**src/rtl/usb_crc_pkg.sv**
```systemverilog
// Shared types and constants for the USB packet-body serializer and its CRC LFSRs.
package usb_crc_pkg;

   typedef enum logic [1:0] {
      PK_HSK   = 2'd0,
      PK_TOKEN = 2'd1,
      PK_DATA  = 2'd2,
      PK_RSVD  = 2'd3
   } pkt_kind_t;

   typedef enum logic [1:0] {
      ST_IDLE = 2'd0,
      ST_PID  = 2'd1,
      ST_DATA = 2'd2,
      ST_CRC  = 2'd3
   } ser_state_t;

   localparam logic [4:0]  CRC5_POLY      = 5'h05;
   localparam logic [15:0] CRC16_POLY     = 16'h8005;
   localparam logic [4:0]  CRC5_RESIDUAL  = 5'b01100;
   localparam logic [15:0] CRC16_RESIDUAL = 16'h800D;
   localparam int          TOKEN_BITS     = 11;
   localparam int          PID_BITS       = 8;

   // The reserved kind code is handled exactly like a handshake.
   function automatic logic is_hsk(input pkt_kind_t k);
      return (k == PK_HSK) || (k == PK_RSVD);
   endfunction

endpackage

```
**src/rtl/usb_crc_lfsr.sv**
```systemverilog
// Serial CRC register: accumulates payload bits, then shifts its contents out MSB first.
module usb_crc_lfsr #(
   parameter int            W    = 5,
   parameter logic [W-1:0]  POLY = W'(5)
) (
   input  logic         clk,
   input  logic         rst,
   input  logic         init,
   input  logic         shift_en,
   input  logic         bit_in,
   input  logic         send_mode,
   output logic [W-1:0] crc
);

   logic fb;

   assign fb = crc[W-1] ^ bit_in;

   // Send mode refills with ones so the register is back at its seed once emptied.
   always_ff @(posedge clk or posedge rst) begin
      if (rst) begin
         crc <= '1;
      end else if (init) begin
         crc <= '1;
      end else if (shift_en) begin
         if (send_mode)
            crc <= {crc[W-2:0], 1'b1};
         else
            crc <= {crc[W-2:0], 1'b0} ^ (fb ? POLY : '0);
      end
   end

endmodule

```
**src/rtl/usb_crc_serializer.sv**
```systemverilog
// USB packet-body serializer: PID, LSB-first payload, inverted CRC5/CRC16, with per-bit valid/ready.
// Optional PID complement check enabled by defining USB_PID_CHECK_EN (adds pid_err output).
module usb_crc_serializer
   import usb_crc_pkg::*;
#(
   parameter int MAX_DATA_BITS = 64,
   parameter int LEN_W         = $clog2(MAX_DATA_BITS + 1)
) (
   input  logic                     clk,
   input  logic                     rst,
   input  logic                     start,
   input  pkt_kind_t                kind,
   input  logic [7:0]               pid,
   input  logic [MAX_DATA_BITS-1:0] data,
   input  logic [LEN_W-1:0]         data_len,
   output logic                     ready_in,
   output logic                     bit_out,
   output logic                     bit_valid,
   input  logic                     bit_ready,
   output logic                     pkt_end,
   output logic                     busy
`ifdef USB_PID_CHECK_EN
   ,
   output logic                     pid_err
`endif
);

   ser_state_t               state;
   logic [LEN_W-1:0]         cnt;
   logic [LEN_W-1:0]         len_r;
   logic [LEN_W-1:0]         eff_len;
   logic [LEN_W-1:0]         crc_last;
   logic                     hsk_r;
   logic                     tok_r;
   logic [7:0]               pid_sr;
   logic [MAX_DATA_BITS-1:0] data_sr;
   logic                     xfer;
   logic                     pid_ok;
   logic                     accept;
   logic                     crc_shift;
   logic [4:0]               crc5;
   logic [15:0]              crc16;
   logic                     crc_unused;

   assign xfer      = bit_valid & bit_ready;
   assign ready_in  = (state == ST_IDLE);
   assign busy      = ~ready_in;
   assign bit_valid = ~ready_in;

`ifdef USB_PID_CHECK_EN
   assign pid_ok = (pid[7:4] == ~pid[3:0]);
`else
   assign pid_ok = 1'b1;
`endif

   assign accept   = ready_in & start & pid_ok;
   assign crc_last = tok_r ? LEN_W'(4) : LEN_W'(15);

   always_comb begin
      eff_len = '0;
      case (kind)
         PK_TOKEN: eff_len = LEN_W'(TOKEN_BITS);
         PK_DATA:  eff_len = (data_len > LEN_W'(MAX_DATA_BITS)) ? LEN_W'(MAX_DATA_BITS) : data_len;
         default:  eff_len = '0;
      endcase
   end

   // Control: packet phase sequencing, advanced only on transfers.
   always_ff @(posedge clk or posedge rst) begin
      if (rst) begin
         state <= ST_IDLE;
         cnt   <= '0;
         len_r <= '0;
         hsk_r <= 1'b0;
         tok_r <= 1'b0;
      end else begin
         case (state)
            ST_IDLE: begin
               if (accept) begin
                  hsk_r <= is_hsk(kind);
                  tok_r <= (kind == PK_TOKEN);
                  len_r <= eff_len;
                  cnt   <= '0;
                  state <= ST_PID;
               end
            end
            ST_PID: begin
               if (xfer) begin
                  if (cnt == LEN_W'(PID_BITS - 1)) begin
                     cnt <= '0;
                     if (hsk_r)
                        state <= ST_IDLE;
                     else if (len_r == '0)
                        state <= ST_CRC;
                     else
                        state <= ST_DATA;
                  end else begin
                     cnt <= cnt + LEN_W'(1);
                  end
               end
            end
            ST_DATA: begin
               if (xfer) begin
                  if (cnt + LEN_W'(1) == len_r) begin
                     cnt   <= '0;
                     state <= ST_CRC;
                  end else begin
                     cnt <= cnt + LEN_W'(1);
                  end
               end
            end
            ST_CRC: begin
               if (xfer) begin
                  if (cnt == crc_last) begin
                     cnt   <= '0;
                     state <= ST_IDLE;
                  end else begin
                     cnt <= cnt + LEN_W'(1);
                  end
               end
            end
            default: state <= ST_IDLE;
         endcase
      end
   end

   // Datapath: PID and payload shift registers, serial bit always at index 0.
   always_ff @(posedge clk) begin
      if (accept) begin
         pid_sr  <= pid;
         data_sr <= data;
      end else if (xfer) begin
         if (state == ST_PID)
            pid_sr <= {1'b0, pid_sr[7:1]};
         if (state == ST_DATA)
            data_sr <= {1'b0, data_sr[MAX_DATA_BITS-1:1]};
      end
   end

   assign crc_shift = xfer & ((state == ST_DATA) | (state == ST_CRC));

   // Both LFSRs run in lockstep; the latched kind picks which one is emitted.
   usb_crc_lfsr #(.W(5), .POLY(CRC5_POLY)) u_crc5 (
      .clk       (clk),
      .rst       (rst),
      .init      (accept),
      .shift_en  (crc_shift),
      .bit_in    (data_sr[0]),
      .send_mode (state == ST_CRC),
      .crc       (crc5)
   );

   usb_crc_lfsr #(.W(16), .POLY(CRC16_POLY)) u_crc16 (
      .clk       (clk),
      .rst       (rst),
      .init      (accept),
      .shift_en  (crc_shift),
      .bit_in    (data_sr[0]),
      .send_mode (state == ST_CRC),
      .crc       (crc16)
   );

   assign crc_unused = ^{crc5[3:0], crc16[14:0]};

   always_comb begin
      bit_out = 1'b0;
      pkt_end = 1'b0;
      case (state)
         ST_PID: begin
            bit_out = pid_sr[0];
            pkt_end = hsk_r & (cnt == LEN_W'(PID_BITS - 1));
         end
         ST_DATA: bit_out = data_sr[0];
         ST_CRC: begin
            bit_out = tok_r ? ~crc5[4] : ~crc16[15];
            pkt_end = (cnt == crc_last);
         end
         default: begin
            bit_out = 1'b0;
            pkt_end = 1'b0;
         end
      endcase
   end

`ifdef USB_PID_CHECK_EN
   always_ff @(posedge clk or posedge rst) begin
      if (rst)
         pid_err <= 1'b0;
      else
         pid_err <= ready_in & start & ~pid_ok;
   end
`endif

endmodule

```
**config.mk**
```make
export PLATFORM = sky130hd
export DESIGN_NAME = usb_crc_serializer
export DESIGN_NICKNAME = d
export VERILOG_FILES = /design/src/rtl/usb_crc_pkg.sv /design/src/rtl/usb_crc_lfsr.sv /design/src/rtl/usb_crc_serializer.sv
export SDC_FILE = /design/constraint.sdc
export NUM_CORES = 1
export LEC_CHECK = 0
export ABC_AREA = 1
export CORE_ASPECT_RATIO = 0.9
export CORE_MARGIN = 2
export CORE_UTILIZATION = 40
export DETAILED_ROUTE_END_ITERATION = 7
export HOLD_SLACK_MARGIN = 0.12
export PLACE_DENSITY_LB_ADDON = 0.3
export SYNTH_ARGS = -nofsm -noshare
export SYNTH_HDL_FRONTEND = slang
export SYNTH_HIERARCHICAL = 1
export SYNTH_SLANG_ARGS = --single-unit
```
**constraint.sdc**
```tcl
create_clock -name clk -period 4.1 [get_ports clk]
set_input_delay 1.025 -clock clk [delete_from_list [all_inputs] [get_ports clk]]
set_output_delay 1.025 -clock clk [all_outputs]
set_load 0.01 [all_outputs]
```
==> results.toml <==
[synthesis]
synth_flop_cell = "edfxtp_1"
synthCells = 592
postSynth.asyncResetShare_pct = 35.14
seq_area_frac_synth_pct = 60.62
syn_area_per_cell_um2 = 8.818
syn_area_um2 = 5220
synth_nets = 680
synth_edf_count = 72
synth_seq_cells = 111
synth_cell_types = 30
synth_warnings = 6

[clocking]
clk_latency_ns = 0.35
cts-hold-fix-buffers = 0
post-cts-setup-buffers = 0
clk_pin_slew_ns = 0.07
cts_num_sinks = 111
ctsResizeCount = 0
cts_tree = "done"
clockBufferDepth = 2
cts-root-buf = "clkbuf_16"
h-tree-depth = 3
cts_made_buffers = 9

[setup_path]
cp.required_ns = 3.07
slowest_delay_ns = 0.60
critPathTopFamily = "buffers and inverters"
crit_type = "flop to output pin"
critPathLaunchType = "flop"
arrival_ns = 2.10
crit_slowest_cell = "clkdlybuf4s50_1"
critPathMaxFanout = 5
crit_chain = "nor3_1 > nand2_1 > o32ai_1 > clkdlybuf4s50_1"
crit_buf_inv = 1
endpoint_kind = "output pin"

[floorplanning]
die_x_um = 124.4
die_h_um = 112.4
initial_core_util_pct = 40.99
ios = 90
num_rows = 39
core-area_um2 = 12740
die_area_um2 = 13980

[drt]
drt-initial-drc-count = 384
first_pass_iters = 5
vias = 4162
vias_per_cell = 4.925
drc = 0
wl_per_cell_um = 13.39
drt_wl_total_um = 11320
detail-route-antenna-nets = 0

[sta]
rsz0062_at_grt = "false"
tightest_slew_ns = 1.093
finalSetupViolations = 0
fin_setup_tns_ns = 0
slew_viol_final = 0
fin_crit_sh_pct = 76.20
final.min_clock_period_ns = 3.124
fmax_mhz = 320.1
skew_ns = 0.01072
relSlewSlack_pct = 26.34
finalHoldViolCount = 0

[global_route]
gr-total-overflow = 0
track_usage_pct = 16.84
grt_max_degree = 49
antenna_found_initial = 0
grt_pass1_wl_um = 19180
grt_pass1_vias = 4188

[placed_design]
place_hpwl_um = 8269
place_congestion = 0.8589
placed_area_um2 = 6287
io_buffers = 89

[final_layout]
stdcell_area_um2 = 6583
layout.nets = 765
drive_above_1_share_pct = 7.783
syn_to_final_growth_pct = 26.10
diodes = 0

[pwr]
irDropWorstVdd_uv = 256.7
powerDensity_nw_per_um2 = 642.7
leakage_nw = 2.878

[run_status]
outcome = "finished clean"

[job]
cap_viol_max_count = 0

[min_path]
hp-class = "flop to flop"
## placed cells by master (no fill, tap or decap), types with 18 or more instances in the layout
cell type,Yosys,routed
dfstp_2,21,21
nor2_1,20,20
edfxtp_1,72,72
o21ai_0,29,29
dfrtp_1,18,18
clkdlybuf4s50_1,0,89
nand3_1,29,29
inv_1,53,53
a21oi_1,20,20
nand2_1,265,263
## power breakdown
| group | switching (mW) | internal (mW) | total [mW] |
|---|---|---|---|
| registers | 0.174 | 1.84 | 2.01 |
| logic | 0.853 | 0.487 | 1.34 |
| clock network | 0.402 | 0.479 | 0.880 |
| total | 1.43 | 2.80 | 4.23 |
## synthesized netlist by cell type, types with 2 or more instances
cell	count	area, um2
a21oi_1	20	100.1
buf_2	7	35.03
clkbuf_1	13	48.80
dfrtp_1	18	450.4
dfstp_2	21	551.8
edfxtp_1	72	2162
ha_1	3	37.54
inv_1	53	198.9
nand2_1	265	994.7
nand2_2	2	12.51
nand3_1	29	145.1
nand4_1	12	75.07
nor2_1	20	75.07
nor2_2	3	18.77
nor3_1	4	20.02
o21ai_0	29	145.1
o21ai_1	3	15.01
o21bai_1	2	15.01
o22ai_1	3	18.77
or2_1	3	18.77
## flip-flops by register name (all words and copies together), names as in the netlist, named ones only
register     cells
state            1
pid_sr           8
hsk_r            1
u_crc5/crc       5
data_sr         64
u_crc16/crc     16
len_r            7
cnt              7
tok_r            1
## tightest hold or removal path, stage by stage (launching register included)
cell and delay, ns:
dfstp_2 0.37, nand2_1 0.05, nand2_1 0.05
## layout make-up
| type | instances | area, um2 |
|---|---|---|
| Inverter | 55 | 207.7 |
| Tap cell | 164 | 205.2 |
| Clock buffer | 10 | 229.0 |
| Fill cell | 1189 | 6153 |
| Sequential cell | 111 | 3164 |
| Multi-Input combinational cell | 405 | 1762 |
| Timing Repair Buffer | 95 | 948.4 |
| Clock inverter | 5 | 66.31 |
## path summary, 6_finish.rpt
path / depth (start not counted) / to / from / slack [ns]
max in group asynchronous: 2 / tok_r / rst / 2.44
min reg2reg: 2 / u_crc16/crc[3] / u_crc16/crc[2] / 0.47
min in group asynchronous: 2 / u_crc5/crc[4] / rst / 1.18
min: 2 / u_crc16/crc[3] / u_crc16/crc[2] / 0.47
max reg2reg: 8 / u_crc16/crc[2] / state[0] / 1.96
max: 4 / pkt_end / cnt[5] / 0.98
## cells by family (layout without fill, tap and decap cells)
kind of cell / count (synthesis) / after routing / share of synthesized area [%]
buffers and inverters: 76 / 165 / 5.729
AO/OA/AOI/OAI: 61 / 61 / 6.280
XOR/XNOR: 1 / 1 / 0.1678
adder cells (fa/ha/maj): 3 / 3 / 0.7192
flip-flops: 111 / 111 / 60.62
AND/OR/NAND/NOR: 340 / 340 / 26.49
## per-layer routing
| layer | up-vias | routed length (um) | share of wire [%] | GRT usage (%) |
|---|---|---|---|---|
| met4 | 0 | 163 | 1.4 | 5.543 |
| met3 | 14 | 645 | 5.7 | 3.908 |
| li1 | 2088 | - | - | - |
| met5 | - | 0 | 0 | 0 |
| met1 | 1940 | 5132 | 45 | 22.35 |
| met2 | 120 | 5374 | 47 | 27.54 |
## stage by stage
| step | hold WS, ns | std cells | util, % | power (mW) | setup WS (ns) |
|---|---|---|---|---|---|
| floorplan | 0.4358 | 592 | - | 2.940 | 0.6904 |
| global placement | 0.4479 | 830 | 49.37 | 3.313 | 1.294 |
| detailed placement | 0.4615 | 830 | 49.37 | 3.374 | 1.182 |
| CTS | 0.4643 | 845 | 51.68 | 4.268 | 0.9593 |
| global route | 0.4958 | 845 | 51.68 | 4.535 | 0.8796 |
| finish | 0.4729 | 845 | 51.68 | 4.231 | 0.9760 |
No activity file was read; power rests on OpenSTA's default activity.
